**config.mk**
```make
export PLATFORM = sky130hd
export DESIGN_NAME = store_unit
export DESIGN_NICKNAME = d
export VERILOG_FILES = /design/src/rtl/store_pkg.sv /design/src/rtl/lane_merge.sv /design/src/rtl/store_unit.sv
export SDC_FILE = /design/constraint.sdc
export NUM_CORES = 1
export LEC_CHECK = 0
export BUFFER_PORTS_ARGS = -buffer_cell sky130_fd_sc_hd__buf_2
export CORE_AREA = 2 2 120 122
export DETAILED_ROUTE_END_ITERATION = 10
export DIE_AREA = 0 0 122 124
export PLACE_DENSITY_LB_ADDON = 0.1
export SLEW_MARGIN = 10
export SYNTH_ARGS = -nofsm -noshare
export SYNTH_HDL_FRONTEND = slang
export SYNTH_SLANG_ARGS = --single-unit
```
**constraint.sdc**
```tcl
create_clock -name clk -period 3.5 [get_ports clk]
set_input_delay 0.7 -clock clk [delete_from_list [all_inputs] [get_ports clk]]
set_output_delay 0.7 -clock clk [all_outputs]
set_load 0.005 [all_outputs]
```
**src/rtl/store_pkg.sv**
```systemverilog
// Shared definitions for the store unit: store-type codes, FSM encoding and
// memory-latency limits.
package store_pkg;

    localparam int unsigned XLEN        = 32;
    localparam int unsigned MEM_LAT_MIN = 1;
    localparam int unsigned MEM_LAT_MAX = 4;
    localparam int unsigned CNT_W       = 3;

    localparam logic [1:0] ST_SW  = 2'b00;
    localparam logic [1:0] ST_SH  = 2'b01;
    localparam logic [1:0] ST_SB  = 2'b10;
    localparam logic [1:0] ST_RSV = 2'b11;

    typedef enum logic [1:0] {
        S_IDLE  = 2'd0,
        S_READ  = 2'd1,
        S_WRITE = 2'd2,
        S_DONE  = 2'd3
    } state_e;

    // Out-of-range latencies are pulled into the legal window so the counter never overflows.
    function automatic int unsigned clamp_lat(input int unsigned lat);
        if (lat < MEM_LAT_MIN) return MEM_LAT_MIN;
        if (lat > MEM_LAT_MAX) return MEM_LAT_MAX;
        return lat;
    endfunction

    function automatic logic store_err(input logic [1:0] st, input logic [1:0] off);
        return (st == ST_RSV) || ((st == ST_SH) && off[0]) || ((st == ST_SW) && (off != 2'b00));
    endfunction

endpackage

```
**src/rtl/lane_merge.sv**
```systemverilog
// Combinational little-endian lane merge: overlays the store operand onto the
// word read back from memory.
module lane_merge
    import store_pkg::*;
(
    input  logic [XLEN-1:0] rdata_i,
    input  logic [XLEN-1:0] data_i,
    input  logic [1:0]      type_i,
    input  logic [1:0]      off_i,
    output logic [XLEN-1:0] merged_o
);

    always_comb begin
        merged_o = rdata_i;
        case (type_i)
            ST_SW:   merged_o = data_i;
            ST_SH:   merged_o[{off_i[1], 4'b0000} +: 16] = data_i[15:0];
            ST_SB:   merged_o[{off_i, 3'b000} +: 8]      = data_i[7:0];
            default: merged_o = rdata_i;
        endcase
    end

endmodule

```
**src/rtl/store_unit.sv**
```systemverilog
// Store unit: word stores write directly, sub-word stores read-modify-write the
// containing word. Start/done handshake with the control FSM.
module store_unit
    import store_pkg::*;
#(
    parameter int unsigned MEM_LAT = 1
) (
    input  logic            clk,
    input  logic            reset_n,
    input  logic            start,
    input  logic [1:0]      store_type,
    input  logic [XLEN-1:0] addr,
    input  logic [XLEN-1:0] data_in,
    input  logic [XLEN-1:0] mem_rdata,
    output logic [XLEN-1:0] mem_addr,
    output logic [XLEN-1:0] mem_wdata,
    output logic            mem_we,
    output logic            busy,
    output logic            done,
    output logic            err
);

    localparam int unsigned LAT = clamp_lat(MEM_LAT);

    state_e            state_q, state_d;
    logic [CNT_W-1:0]  cnt_q, cnt_d;
    logic [1:0]        type_q, type_d;
    logic [1:0]        off_q, off_d;
    logic [XLEN-1:0]   data_q, data_d;
    logic [XLEN-1:0]   mem_addr_q, mem_addr_d;
    logic [XLEN-1:0]   mem_wdata_q, mem_wdata_d;
    logic              mem_we_q, mem_we_d;
    logic              busy_q, busy_d;
    logic              done_q, done_d;
    logic              err_q, err_d;
    logic [XLEN-1:0]   merged;

    lane_merge u_merge (
        .rdata_i  (mem_rdata),
        .data_i   (data_q),
        .type_i   (type_q),
        .off_i    (off_q),
        .merged_o (merged)
    );

    // Next-state and next-output logic; outputs are decoded from the next state.
    always_comb begin
        state_d     = state_q;
        cnt_d       = cnt_q;
        type_d      = type_q;
        off_d       = off_q;
        data_d      = data_q;
        mem_addr_d  = mem_addr_q;
        mem_wdata_d = mem_wdata_q;
        err_d       = err_q;

        case (state_q)
            S_IDLE: begin
                if (start) begin
                    type_d = store_type;
                    off_d  = addr[1:0];
                    data_d = data_in;
                    err_d  = 1'b0;
                    cnt_d  = '0;
                    if (store_err(store_type, addr[1:0])) begin
                        err_d   = 1'b1;
                        state_d = S_DONE;
                    end else begin
                        mem_addr_d = {addr[XLEN-1:2], 2'b00};
                        if (store_type == ST_SW) begin
                            mem_wdata_d = data_in;
                            state_d     = S_WRITE;
                        end else begin
                            state_d = S_READ;
                        end
                    end
                end
            end
            S_READ: begin
                // Read data is taken on the edge that ends the LAT+1'th READ cycle.
                if (cnt_q == CNT_W'(LAT)) begin
                    mem_wdata_d = merged;
                    state_d     = S_WRITE;
                end else begin
                    cnt_d = cnt_q + CNT_W'(1);
                end
            end
            S_WRITE: state_d = S_DONE;
            S_DONE:  state_d = S_IDLE;
            default: state_d = S_IDLE;
        endcase

        mem_we_d = (state_d == S_WRITE);
        done_d   = (state_d == S_DONE);
        busy_d   = (state_d != S_IDLE);
    end

    always_ff @(posedge clk or negedge reset_n) begin
        if (!reset_n) begin
            state_q     <= S_IDLE;
            cnt_q       <= '0;
            type_q      <= '0;
            off_q       <= '0;
            data_q      <= '0;
            mem_addr_q  <= '0;
            mem_wdata_q <= '0;
            mem_we_q    <= 1'b0;
            busy_q      <= 1'b0;
            done_q      <= 1'b0;
            err_q       <= 1'b0;
        end else begin
            state_q     <= state_d;
            cnt_q       <= cnt_d;
            type_q      <= type_d;
            off_q       <= off_d;
            data_q      <= data_d;
            mem_addr_q  <= mem_addr_d;
            mem_wdata_q <= mem_wdata_d;
            mem_we_q    <= mem_we_d;
            busy_q      <= busy_d;
            done_q      <= done_d;
            err_q       <= err_d;
        end
    end

    assign mem_addr  = mem_addr_q;
    assign mem_wdata = mem_wdata_q;
    assign mem_we    = mem_we_q;
    assign busy      = busy_q;
    assign done      = done_q;
    assign err       = err_q;

endmodule

```
==> results of run 1 <==
-- state kept, by name, indices dropped and copies added, names as in the netlist --
register / flops
data_q: 32
mem_wdata: 32
mem_addr: 30
cnt_q: 3
off_q: 2
state_q: 2
type_q: 2
busy: 1
done: 1
err: 1
mem_we: 1
-- through the flow --
step	setup slack, ps	std cells	hold WS (ps)
floorplan	1520	549	404
CTS	1180	878	481
detailed placement	935	862	464
global placement	927	862	459
finish	1110	878	482
global route	1030	878	508
-- kinds of logic (layout without fill, tap and decap cells) --
kind of cell,Yosys count,after routing,share of synthesized area
other,1,2,0.000690
and+or+nand+nor,214,214,0.179
DFF,107,107,0.493
buffers and inverters,47,196,0.0500
muxes,31,31,0.0643
adders and majority gates,7,7,0.0161
AOI/OAI and AO/OA,141,141,0.197
-- final timing paths --
| check | start | to | slack, ps | cells past startpoint |
|---|---|---|---|---|
| min in group clk | mem_wdata[15] | mem_wdata[15] | 480 | 2 |
| worst min-delay path | reset_n | mem_addr[7] | 480 | 1 |
| worst max register to register | off_q[1] | mem_wdata[20] | 1110 | 6 |
| worst max-delay path | off_q[1] | mem_wdata[20] | 1110 | 6 |
| max in group asynchronous | reset_n | data_q[7] | 2310 | 2 |
| worst min register to register | mem_wdata[15] | mem_wdata[15] | 480 | 2 |
-- critical path, stage by stage, from the launching register on --
cell and delay [ps]:
dfrtp_1 510, inv_1 160, ha_1 270, nor4b_1 750
a31o_2 330, a221o_1 180, a22o_1 130
-- where the power goes --
part / leakage, nW / internal [mW] / switching [mW]
clock network: 0.132 / 0.506 / 0.472
registers: 1.30 / 1.83 / 0.512
logic: 1.76 / 1.19 / 1.47
-- cell usage in the layout, fill, tap and decap left out, types with 7 or more instances in the layout --
| cell | netlist | final |
|---|---|---|
| ha_1 | 7 | 7 |
| nor2b_1 | 8 | 8 |
| nand3_1 | 13 | 13 |
| o21ai_0 | 26 | 26 |
| a22o_1 | 13 | 13 |
| buf_2 | 7 | 165 |
| a31oi_1 | 9 | 9 |
| nand2b_1 | 11 | 11 |
| a221oi_1 | 15 | 15 |
| nand2_1 | 126 | 126 |
| buf_4 | 3 | 7 |
| nor2_1 | 30 | 30 |
| a221oi_2 | 8 | 8 |
| a21oi_1 | 14 | 14 |
| dfrtp_1 | 107 | 107 |
| a311o_1 | 8 | 8 |
| mux2_2 | 30 | 30 |
| clkbuf_16 | 0 | 9 |
| o21ai_1 | 12 | 12 |
-- metal layers --
metal	GRT usage	up-vias	wire length, µm
met5	0	-	0
met4	0.0704	0	236
met3	0.0302	15	905
met2	0.348	159	7320
met1	0.288	2297	6870
li1	-	2249	-
-- final cells by class --
class,count,area (µm²)
clock buffer,11,243
clock inverter,5,37.5
fill,1349,7120
inverter,7,26.3
multi-input combinational,395,2490
sequential,107,2680
tap,180,225
timing repair buffer,173,898
==> results.md, run 1 <==
* Status: finished clean
* Post-layout nets at 801
* Share of layout cells above drive strength 1 at 0.340
* Most numerous cell in the Yosys netlist: nand2_1
* Static leakage at 3.20 nW
* Synthesized area at 0.00543 mm²
* Fin Clk Skew at 8.40 ps
* Critical Path Source Type: flip-flop
* Routability cong. at 0.839
* Total global-route track usage at 0.212
* Core area at 0.0137 mm²
* Power per cell area at 906 mW/mm²
* Synth Area per Inst at 9.91 µm²
* Max Transition Viols Final at 0
* Clock buffer depth at 2
* Number of DRC markers in iteration 0 at 360
* Final core utilization at 0.481
* Critical path peak fanout at 9
* FP Rows at 43
* CP endpoint kind: flip-flop
* H-tree Lvls at 3
* Maximum vdd drop at 339 µV
* Num CTS Buffers at 9
* Top cells by area, synth: dfrtp_1 (49%), nand2_1 (8.7%), mux2_2 (6.2%)
* YS warnings at 0
* Post-Syn Instances at 548
* Ant diodes at 0
* Post-CTS Hold Buffers at 0
* Final Power at 5.98 mW
* Chip Height at 124 µm
* Antenna-violating nets left at 0
* Root buffer cell: clkbuf_16
* Layout Area Growth over Synthesis at 21.5%
* CP Class: flip-flop to flip-flop
* 1st-pass router iterations at 5
* IO Pins at 169
* Fin crit period at 2390 ps
* Worst slew margin at 0.395
* Avg WL per Cell at 17.5 µm
* Top FF cell, synth: dfrtp_1
* Max Fclk at 418 MHz
* Seq/Total Area, Yosys at 0.493
* Worst path arrival time at 2690 ps
* Setup violators final at 0
* Number of port buffers at 166
* First-pass GRT wire length at 24700 µm
* WP data required at 3790 ps
* Vias in the first global route at 4780
* Die W at 122 µm
* Starting Density at 0.396
* Setup TNS at 0 ps
* Die ar. at 0.0151 mm²
* Number of flops mapped to enable cells by yosys at 0
* Synth unique cells at 56
* CTS tree: built
* Vias at 4720
* Placed Area at 0.00632 mm²
* Antenna violations before repair at 0
* Clk Latency, worst-skew pair at 350 ps
* Final period util at 0.684
* Synth top cells by count: nand2_1 (126), dfrtp_1 (107), mux2_2 (30), nor2_1 (30), o21ai_0 (26)
* Largest net degree at the start of global routing at 70
* Post-route cell area at 0.00660 mm²
* Largest area contributor in the netlist: dfrtp_1
* Post-CTS setup buffer count at 0
* Sink Count at 107
* Post-DP HPWL at 10700 µm
* RSZ-0062 raised after global routing: no
* Total grt overflow at 0
* Post_cts resized at 0
* Tightest Pin Transition at 908 ps
* Flops & latches, synth at 107
* Via density at 5.38
* Worst Hold Class: primary input to async pin
* Asr flop ratio synth at 1.00
* DRC viols at 0
* Final wirelength at 15300 µm
* Yosys top cell area share at 0.493
* Register clock-pin slew on the reported worst setup and hold paths at 70 ps
* Max_cap viols at 0
* Final hold vios at 0
Power figures use the tool's default switching activity.
==> run 2, diff against run 1 <==
- clock period: 3.5 -> 2.4 ns (I/O delays scaled with it)
==> run 2 against run 1 <==
- hold slack got worse by 390 ps
- maximum frequency grew 10%
- setup slack worse by 880 ps
- power increased by 50%
- first-iteration DRC count is 26% lower
- sequential share of layout area decreased by 0.84 points
- largest cell class unchanged
- clock power rose by 50%
- final area increased by 2.1%
- sequential power rose by 44%
- non-clock buffer count grew 12
- die area unchanged
- largest power group unchanged
==> results.md, run 2 (same netlist as run 1, synthesis figures left out) <==
* Post-CTS setup buffer count at 0
* Post_cts resized at 0
* Root buffer cell: clkbuf_16
* Routability cong. at 0.818
* Vias at 4837
* Max Fclk at 460 MHz
* Via density at 5.43
* Static leakage at 3.28 nW
* DP Worst Slack at 147 ps
* Core area at 0.0137 mm²
* CP Class: flip-flop to flip-flop
* Fin Clk Skew at 6.15 ps
* Maximum vdd drop at 460 µV
* Fill count at 1344
* Die W at 122 µm
* Worst path arrival time at 2450 ps
* Final period util at 0.905
* Fin crit period at 2170 ps
* Vias in the first global route at 4748
* Total global-route track usage at 0.217
* Tightest Pin Transition at 654 ps
* Largest net degree at the start of global routing at 42
* Max Transition Viols Final at 0
* Num CTS Buffers at 9
* Sink Count at 107
* Clk Latency, worst-skew pair at 350 ps
* Ant diodes at 0
* Worst Hold Class: primary input to async pin
* Antenna-violating nets left at 0
* Status: finished clean
* Placed Area at 0.00645 mm²
* 1st-pass router iterations at 5
* Setup slack after layout at 228 ps
* WP data required at 2680 ps
* Final hold vios at 0
* Met1 Routed Length at 6880 µm
* Most common cell after layout, fill and taps aside: buf_2
* Metal2 WL at 7630 µm
* Number of DRC markers in iteration 0 at 266
* Worst slew margin at 0.564
* Setup TNS at 0 ps
* Setup violators final at 0
* CP endpoint kind: flip-flop
* First-pass GRT wire length at 25100 µm
* Starting Density at 0.396
* Met3 routed WL at 1070 µm
* Fin Hold WS at 89.7 ps
* Layout Area Growth over Synthesis at 24.0%
* Clock buffer depth at 2
* Post-DP HPWL at 11300 µm
* DRC viols at 0
* Post-CTS Hold Buffers at 0
* Highest metal used: met4
* Most frequent cells in the layout: buf_2 (165), nand2_1 (126), dfrtp_1 (107), mux2_2 (30), nor2_1 (30)
* Antenna violations before repair at 0
* Share of layout cells above drive strength 1 at 0.352
* Avg WL per Cell at 17.9 µm
* H-tree Lvls at 3
* Total grt overflow at 0
* Die ar. at 0.0151 mm²
* FP Rows at 43
* Final wirelength at 15900 µm
* Post-layout nets at 813
* Critical path peak fanout at 8
* Post-route cell area at 0.00674 mm²
* Max_cap viols at 0
* RSZ-0062 raised after global routing: no
* Number of port buffers at 166
* Power per cell area at 1330 mW/mm²
* CTS tree: built
* Chip Height at 124 µm
* Critical Path Source Type: flip-flop
* Register clock-pin slew on the reported worst setup and hold paths at 80 ps
* IO Pins at 169
[run 2: cell types whose count changed in the layout (fill, tap and decap cells not counted)]
| cell | previous run | this run |
|---|---|---|
| buf_4 | 7 | 16 |
| inv_6 | 1 | 5 |
| buf_12 | 1 | 4 |
| clkinvlp_4 | 2 | 0 |
| clkbuf_1 | 1 | 0 |
| clkinv_2 | 1 | 0 |
[run 2: routing by layer]
metal  up-vias  track usage
li1       2274            -
met1      2361        0.294
met2       177        0.352
met3        25       0.0330
met4         0       0.0855
met5         -            0
[run 2: path summary, 6_finish.rpt]
check	endpoint	startpoint	cells past startpoint	slack [ps]
max in group asynchronous	state_q[1]	reset_n	2	1710
hold reg to reg	data_q[28]	data_q[28]	2	480
setup / recovery	mem_wdata[25]	off_q[0]	6	230
setup reg to reg	mem_wdata[25]	off_q[0]	6	230
hold / removal	mem_addr[5]	reset_n	1	90
min in group clk	data_q[3]	data_in[3]	3	330
[run 2: worst max-delay path: stages (launching register included)]
cell     delay, ps
dfrtp_1        460
inv_1          130
ha_1           450
nor3b_4        400
nand3_1        160
a311o_1        350
a21oi_1        140
[run 2: stage by stage]
step           power [mW]  utilization  cells
6_report             8.97        0.491    890
5_1_grt              9.69        0.491    890
4_1_cts              9.04        0.491    890
3_5_place_dp         7.54        0.470    874
3_3_place_gp         7.43        0.470    874
2_1_floorplan        5.95            -    549
[run 2: layout make-up]
class | count | area (µm²) | area share
flip-flops and latches | 107 | 2680 | 0.397
clock inverters | 6 | 52.6 | 0.00780
well taps | 180 | 225 | 0.0334
inverters | 7 | 26.3 | 0.00390
repair buffers | 185 | 1030 | 0.152
clock buffers | 10 | 239 | 0.0355
multi-input cells | 395 | 2490 | 0.370
[run 2: power breakdown]
part	internal (mW)	switching (mW)	total [mW]	leakage, nW
combinational	1.88	2.24	4.12	1.83
clock	0.754	0.714	1.47	0.145
sequential	2.67	0.715	3.38	1.30
